`config.mk`:
```
export PLATFORM = sky130hd
export DESIGN_NAME = frame_sequencer
export DESIGN_NICKNAME = d
export VERILOG_FILES = /design/src/rtl/frame_sequencer.sv
export SDC_FILE = /design/constraint.sdc
export NUM_CORES = 2
export LEC_CHECK = 0
export CAP_MARGIN = 20
export CORE_AREA = 4 4 769 771
export DETAILED_ROUTE_END_ITERATION = 6
export DIE_AREA = 0 0 773 775
export PLACE_DENSITY_LB_ADDON = 0.3
export RECOVER_POWER = 25
export SKIP_CTS_REPAIR_TIMING = 1
export SKIP_LAST_GASP = 1
export SLEW_MARGIN = 20
export SYNTH_ARGS = -nofsm -noshare
export SYNTH_HDL_FRONTEND = slang
export SYNTH_SLANG_ARGS = --single-unit
```
`constraint.sdc`:
```
create_clock -name clk -period 7 [get_ports clk]
set_clock_uncertainty 0.1 [all_clocks]
set_input_delay 0.7 -clock clk [delete_from_list [all_inputs] [get_ports clk]]
set_output_delay 0.7 -clock clk [all_outputs]
set_load 0.01 [all_outputs]
```
`src/rtl/frame_sequencer.sv`:
```
// rtl/frame_sequencer.sv - cuts a sample stream into overlapping, tagged frames
module frame_sequencer #(
  parameter int SAMPLE_WIDTH = 16,
  parameter int FRAME_LEN    = 400,
  parameter int HOP_LEN      = 160,
  parameter int IDX_WIDTH    = 16
) (
  input  logic                    clk,
  input  logic                    rst_n,
  input  logic                    enable,
  input  logic                    flush,
  input  logic                    in_valid,
  output logic                    in_ready,
  input  logic [SAMPLE_WIDTH-1:0] x_in,
  output logic                    out_valid,
  input  logic                    out_ready,
  output logic [SAMPLE_WIDTH-1:0] y_out,
  output logic                    out_first,
  output logic                    out_last,
  output logic [IDX_WIDTH-1:0]    frame_idx,
  output logic                    busy
);

  localparam int OVL    = FRAME_LEN - HOP_LEN;
  localparam int RING_D = (OVL > 0) ? OVL : 1;
  localparam int RW     = (RING_D > 1) ? $clog2(RING_D) : 1;
  localparam int PW     = (FRAME_LEN > 1) ? $clog2(FRAME_LEN) : 1;
  localparam logic [PW-1:0] POS_LAST    = PW'(FRAME_LEN - 1);
  localparam logic [PW-1:0] POS_RP_LAST = PW'(RING_D - 1);
  localparam logic [RW-1:0] PTR_LAST    = RW'(RING_D - 1);

  typedef enum logic [1:0] {S_IDLE, S_FILL, S_REPLAY, S_LIVE} state_t;

  state_t                  state, state_nxt;
  logic [PW-1:0]           pos;
  logic [RW-1:0]           wr_ptr, rd_ptr;
  logic [IDX_WIDTH-1:0]    cur_idx;
  logic [SAMPLE_WIDTH-1:0] ring [RING_D];
  logic [SAMPLE_WIDTH-1:0] src;
  logic                    can_load, live, in_xfer, load, frame_end;

  function automatic logic [RW-1:0] ptr_inc(input logic [RW-1:0] p);
    return (p == PTR_LAST) ? '0 : p + RW'(1);
  endfunction

  assign can_load  = !out_valid || out_ready;
  assign live      = (state == S_FILL) || (state == S_LIVE);
  assign in_ready  = live && can_load;
  assign in_xfer   = in_valid && in_ready;
  assign load      = in_xfer || ((state == S_REPLAY) && can_load);
  // Only live states ever carry the last sample of a frame
  assign frame_end = in_xfer && (pos == POS_LAST);
  assign src       = (state == S_REPLAY) ? ring[rd_ptr] : x_in;
  assign busy      = (state != S_IDLE);

  always_comb begin
    state_nxt = state;
    case (state)
      S_IDLE: if (enable) state_nxt = S_FILL;
      S_FILL, S_LIVE: begin
        if (frame_end) begin
          if (!enable)      state_nxt = S_IDLE;
          else if (OVL > 0) state_nxt = S_REPLAY;
          else              state_nxt = S_LIVE;
        end
      end
      S_REPLAY: if (can_load && (pos == POS_RP_LAST)) state_nxt = S_LIVE;
      default: state_nxt = S_IDLE;
    endcase
  end

  always_ff @(posedge clk or negedge rst_n) begin
    if (!rst_n)     state <= S_IDLE;
    else if (flush) state <= S_IDLE;
    else            state <= state_nxt;
  end

  always_ff @(posedge clk or negedge rst_n) begin
    if (!rst_n) begin
      out_valid <= 1'b0;
      y_out     <= '0;
      out_first <= 1'b0;
      out_last  <= 1'b0;
      frame_idx <= '0;
      pos       <= '0;
      wr_ptr    <= '0;
      rd_ptr    <= '0;
      cur_idx   <= '0;
    end else if (flush) begin
      out_valid <= 1'b0;
      y_out     <= '0;
      out_first <= 1'b0;
      out_last  <= 1'b0;
      frame_idx <= '0;
      pos       <= '0;
      wr_ptr    <= '0;
      rd_ptr    <= '0;
      cur_idx   <= '0;
    end else begin
      if (state == S_IDLE) begin
        pos     <= '0;
        cur_idx <= '0;
      end
      if (in_xfer && (OVL > 0)) wr_ptr <= ptr_inc(wr_ptr);
      if (load) begin
        y_out     <= src;
        out_first <= (pos == '0);
        out_last  <= (pos == POS_LAST);
        frame_idx <= cur_idx;
        out_valid <= 1'b1;
        pos       <= (pos == POS_LAST) ? '0 : pos + PW'(1);
        if (state == S_REPLAY) rd_ptr <= ptr_inc(rd_ptr);
        // Replay starts at the oldest entry, i.e. just past this cycle's write
        if (frame_end) begin
          rd_ptr  <= ptr_inc(wr_ptr);
          cur_idx <= cur_idx + IDX_WIDTH'(1);
        end
      end else if (out_ready) begin
        out_valid <= 1'b0;
      end
    end
  end

  always_ff @(posedge clk) begin
    if (in_xfer && !flush) ring[wr_ptr] <= x_in;
  end

endmodule

```
# Word-level counts from Yosys, hierarchy flattened
# Memory sizes are Yosys's and may differ from the RTL's.
# Index checks and enable logic that the tools add are counted.
[word_totals] reg_bits=78 n_memories=1 ramBits=3840 rom_bits=0 latch_bits=0 out_inout_bits=37
[mem_list] memory="ring" words=240 word_bits=16 rd=1 rd_clocked_by_memory_dff=0 wr=1 line_no="38" text="logic [SAMPLE_WIDTH-1:0] ring [RING_D];"
[classes] multipliers=0 order_cmp=0 bitwise_logic=0 n_eq_ne=10 shift=0 n_div=0 add_sub_neg=4 muxes=36 n_reduce_logical=22
[ops] op="$mux 16" count=9
[ops] op="$mux 8" count=8
[ops] op="$mux 9" count=4
[ops] op="$add 16x1->16 const B" count=1
[ops] op="$add 8x1->8 const B" count=2
[ops] op="$eq 8x8->1 const B" count=2
[ops] op="$mux 2" count=5
[ops] op="$add 9x1->9 const B" count=1
[ops] op="$eq 9x8->1 const B" count=1
[ops] op="$eq 9x9->1 const B" count=1
[ops] op="$logic_not 9->1" count=1
[ops] op="$mux 1" count=9
[ops] op="$reduce_bool 3->1" count=3
[ops] op="$logic_and 1x1->1" count=6
[ops] op="$ne 3x3->1 const B" count=2
[ops] op="$pmux 2 s3" count=1
[ops] op="$reduce_bool 2->1" count=3
[ops] op="$eq 2x2->1 const B" count=2
[ops] op="$logic_or 1x1->1" count=3
[ops] op="$ne 3x2->1 const B" count=1
[ops] op="$reduce_and 3->1" count=1
[ops] op="$eq 2x1->1 const B" count=1
[ops] op="$logic_not 1->1" count=2
[ops] op="$logic_not 2->1" count=1
[ops] op="other kinds (2)" count=2

# Longest topological paths before layout
[depth] ltp_word=8 ltp_mapped=12 mapped_depth_nobuf=7

# Least setup slack after synthesis
# OpenSTA, ideal clock, no wires.
[synth_timing] kind="input-to-reg" from="input port out_ready" to="memory ring[102][0], enable pin" setup_time_ns=0.388 slack_ns=3.717 path_stages=7 arrival_ns=2.794 cell_sequence="nor2b_1 nor2_1 nand2_1 nor3b_1 nand2_1 clkbuf_1 nor2_1"
[synth_via] elab_chain_cells=6
[synth_lines] element="start: declaration" line_no="16" text="input logic out_ready,"
[synth_lines] element="$logic_or 1x1->1" line_no="46" text="assign can_load = !out_valid || out_ready;"
[synth_lines] element="$logic_and 1x1->1" line_no="48" text="assign in_ready = live && can_load;"
[synth_lines] element="$logic_and 1x1->1" line_no="49" text="assign in_xfer = in_valid && in_ready;"
[synth_lines] element="$logic_and 1x1->1" line_no="125" text="if (in_xfer && !flush) ring[wr_ptr] <= x_in;"
[synth_lines] element="$mux 1" line_no="125"
[synth_lines] element="$mux 1 (not written as such)" line_no="125"
[synth_lines] element="end: declaration" line_no="38"
# Every way passes these cells.

# Final worst setup path
[layout_timing] from="input port x_in[0]" to="memory ring[198][0] (data pin)"
[layout_rtl] element="start: declaration" line_no="14" text="input logic [SAMPLE_WIDTH-1:0] x_in,"
# Straight into the memory's write port.

==> impl_metrics.toml <==
[drt]
wl_mm = 447.5
drc_errors = 0
final_antenna_net_count = 0
routed_via_density = 4.852
via_count = 75880
wl_per_cell_um = 28.62
initialDrtViolationCount = 8748
first_pass_iters = 5

[critical_path]
crit_path_start_kind = "input pin"
cp_data_arrival_time_ns = 6.19
path_class = "in2reg"
crit_family = "buffers and inverters"
worst-path-buf-inv = 2
cp-end-kind = "register"
path_cells = "clkbuf_1 -> buf_4"
critPathSlowestCell = "clkbuf_1"
r2r_slack_ns = 2.15
path_max_fanout = 104
max_stage_delay_ns = 3.87
critPathRequiredTime_ns = 7.49

[run_status]
failed_checks = "capacitance limit, slew limit"
status = "finished, violations left"

[global_route]
grt_pass1_wl_mm = 619.7
grt_max_degree = 169
grt-ovfl-total = 0
track_usage_pct = 14.42
grt_pass1_vias = 76120
antenna_found_initial = 30

[sta]
slew_violations = 1242
timing.slew.headroom_pct = -298.3
fmax_mhz = 175.4
min_period_over_period_pct = 81.47
setup_violations = 0
worst_slack_ns = 1.297
setup_tns_ns = 0
hold_viol = 0
rsz0062_at_grt = "false"
period_minus_slack_ns = 5.703
worst_pin_slew_ns = 5.974

[synth]
synth_edf_count = 3840
ys_warn_count = 0
synth.cell_area_sq_um = 151400
ys_seq_area_share_pct = 77.45
synthesis.nets = 7103
async_flop_share_pct = 1.991
synth_cells = 7073
synth_cell_types = 74
syn_avg_cell_area_sq_um = 21.41
synth_seq_cells = 3918
synth_ff_type = "edfxtp_1"

[clocking]
insertion_delay_ns = 0.97
cts-root-buf = "clkbuf_16"
cts_tree = "yes"
clockBufferDepth = 4
cts.sinks = 3918
h-tree-depth = 5
cts_buffers = 408
path_clk_slew_ns = 0.06

[pwr]
p_per_area_nw_per_um2 = 293.1
ir_drop_uv = 233.5
combPwrFrac_pct = 8.9
p_seq_share_pct = 50.3
switchingPower_uw = 11930
leakagePower_uw = 0.05345
p_int_uw = 39610
clkPwrFrac_pct = 40.8
switching_share_pct = 23.15

[floorplanning]
rows = 281
start_util_pct = 25.91
die_x_um = 773
die_area_sq_um = 599100
ios = 59
die_h_um = 775
core_area_sq_um = 584300

[placed_design]
pre_cts_ws_ns = 1.998
dp_cells = 14870
routabilityCongestion = 0.8321
post-dp-hpwl_mm = 270.3
port_buffers = 58

[finish]
area_growth_pct = 16.15
drive_gt1_share_pct = 24.99
fin_nets = 7531
fin_cells = 15640
fillers = 56450

[run]
drv_cap = 18

[hold_path]
hp-class = "in2reg"
-- logic make-up after synthesis --
| kind of cell | after synthesis | share of synthesized area (%) |
|---|---|---|
| flip-flops | 3918 | 77.45 |
| multiplexers | 1166 | 15.45 |
| AND/OR/NAND/NOR | 945 | 2.778 |
| AO/OA/AOI/OAI | 595 | 2.725 |
| buffers and inverters | 435 | 1.499 |
| adder cells (fa/ha/maj) | 8 | 0.06611 |
| XOR/XNOR | 6 | 0.03471 |
-- layer usage --
layer	GRT usage [%]	wire [um]
met1	19.90	187200
met3	2.375	32910
met4	4.703	15760
met5	0	44
met2	23.21	211600
-- state kept, by name, indices dropped and copies added, names as in the netlist, 2 cells and up --
signal and count:
ring 3840, cur_idx 16, frame_idx 16, y_out 16, pos 9, rd_ptr 8, wr_ptr 8, state 2
-- synth_stat cells, types with 10 or more instances --
cell type / number / area [sq um]
a21oi_1: 121 / 605.6
a221oi_1: 12 / 105.1
a22oi_1: 49 / 367.9
a31oi_1: 35 / 219.0
a32o_1: 12 / 120.1
a32oi_1: 63 / 551.8
and2_1: 10 / 62.56
and3_1: 35 / 219.0
buf_1: 40 / 150.1
buf_2: 116 / 580.6
buf_4: 65 / 488.0
buf_6: 33 / 371.6
clkbuf_1: 168 / 630.6
dfrtp_1: 78 / 1952
edfxtp_1: 3840 / 115300
inv_1: 10 / 37.54
mux2_2: 10 / 112.6
mux2i_1: 220 / 2202
mux4_2: 936 / 21080
nand2_1: 313 / 1175
nand3_1: 36 / 180.2
nand3b_1: 10 / 75.07
nand4_1: 30 / 187.7
nor2_1: 351 / 1318
nor2b_1: 16 / 100.1
nor3_1: 58 / 290.3
o211ai_1: 11 / 82.58
o21ai_0: 41 / 205.2
o221ai_1: 28 / 245.2
o22a_1: 29 / 254.0
o22ai_1: 127 / 794.5
o31ai_1: 17 / 127.6
or3_1: 40 / 250.2
-- through the flow --
stage | area, sq um | util, % | power, uW | hold WS [ns]
5_1_grt | 175800 | 30.09 | 53240 | 0.1308
3_3_place_gp | 163000 | 27.90 | 31040 | 0.4131
6_report | 175900 | 30.10 | 51540 | 0.1362
2_1_floorplan | 151400 | - | 29280 | 0.3044
3_5_place_dp | 163100 | 27.91 | 31080 | 0.4178
4_1_cts | 175900 | 30.11 | 52060 | -0.5573
-- cells in the final DEF (no fill, tap or decap), types with 11 or more instances in the layout --
cell type and n:
a21oi_1 119, a221oi_1 12, a22oi_1 49, a31oi_1 35, a32o_1 12, a32oi_1 63, and3_1 35, buf_12 30
buf_4 343, bufinv_16 26, clkbuf_1 125, clkbuf_16 415, clkdlybuf4s50_1 40, clkinv_1 97, clkinv_2 65, dfrtp_1 73
diode_2 16, edfxtp_1 3840, mux2i_1 220, mux4_2 936, nand2_1 309, nand3_1 31, nand4_1 30, nor2_1 311
nor2_2 35, nor2b_1 11, nor3_1 56, o211ai_1 11, o21ai_0 41, o221ai_1 28, o22a_1 29, o22ai_1 127
o31ai_1 17, or3_1 39
-- final timing paths --
| check | endpoint | start | cells after the start |
|---|---|---|---|
| worst max-delay path | ring[198][0]$_DFFE_PP_ | x_in[0] | 2 |
| worst min-delay path | cur_idx[13]$_DFF_PN0_ | flush | 2 |
| worst max register to register | y_out[14]$_DFFE_PN0P_ | rd_ptr[2]$_DFFE_PN0P_ | 8 |
| worst min register to register | frame_idx[14]$_DFFE_PN0P_ | frame_idx[14]$_DFFE_PN0P_ | 2 |
| max in group asynchronous | rd_ptr[3]$_DFFE_PN0P_ | rst_n | 3 |
| min in group asynchronous | frame_idx[8]$_DFFE_PN0P_ | rst_n | 2 |
-- layout make-up --
type / count / area [sq um] / area share (%)
diodes: 16 / 40.04 / 0.02277
clock buffers: 526 / 10860 / 6.176
clock inverters: 223 / 2006 / 1.140
inverters: 13 / 58.81 / 0.03344
multi-input cells: 2720 / 32140 / 18.28
flip-flops and latches: 3918 / 117300 / 66.69
well taps: 7782 / 9737 / 5.536
repair buffers: 440 / 3745 / 2.129
-- power groups by stage --
stage          Combinational [uW]  Sequential [uW]  Clock (uW)
2_1_floorplan                2990            26300           0
5_1_grt                      4870            25900       22500
6_report                     4600            25900       21000
3_5_place_dp                 4690            26400           0
3_3_place_gp                 4650            26400           0
4_1_cts                      4700            25900       21500
(Power assumes the default switching activity.)
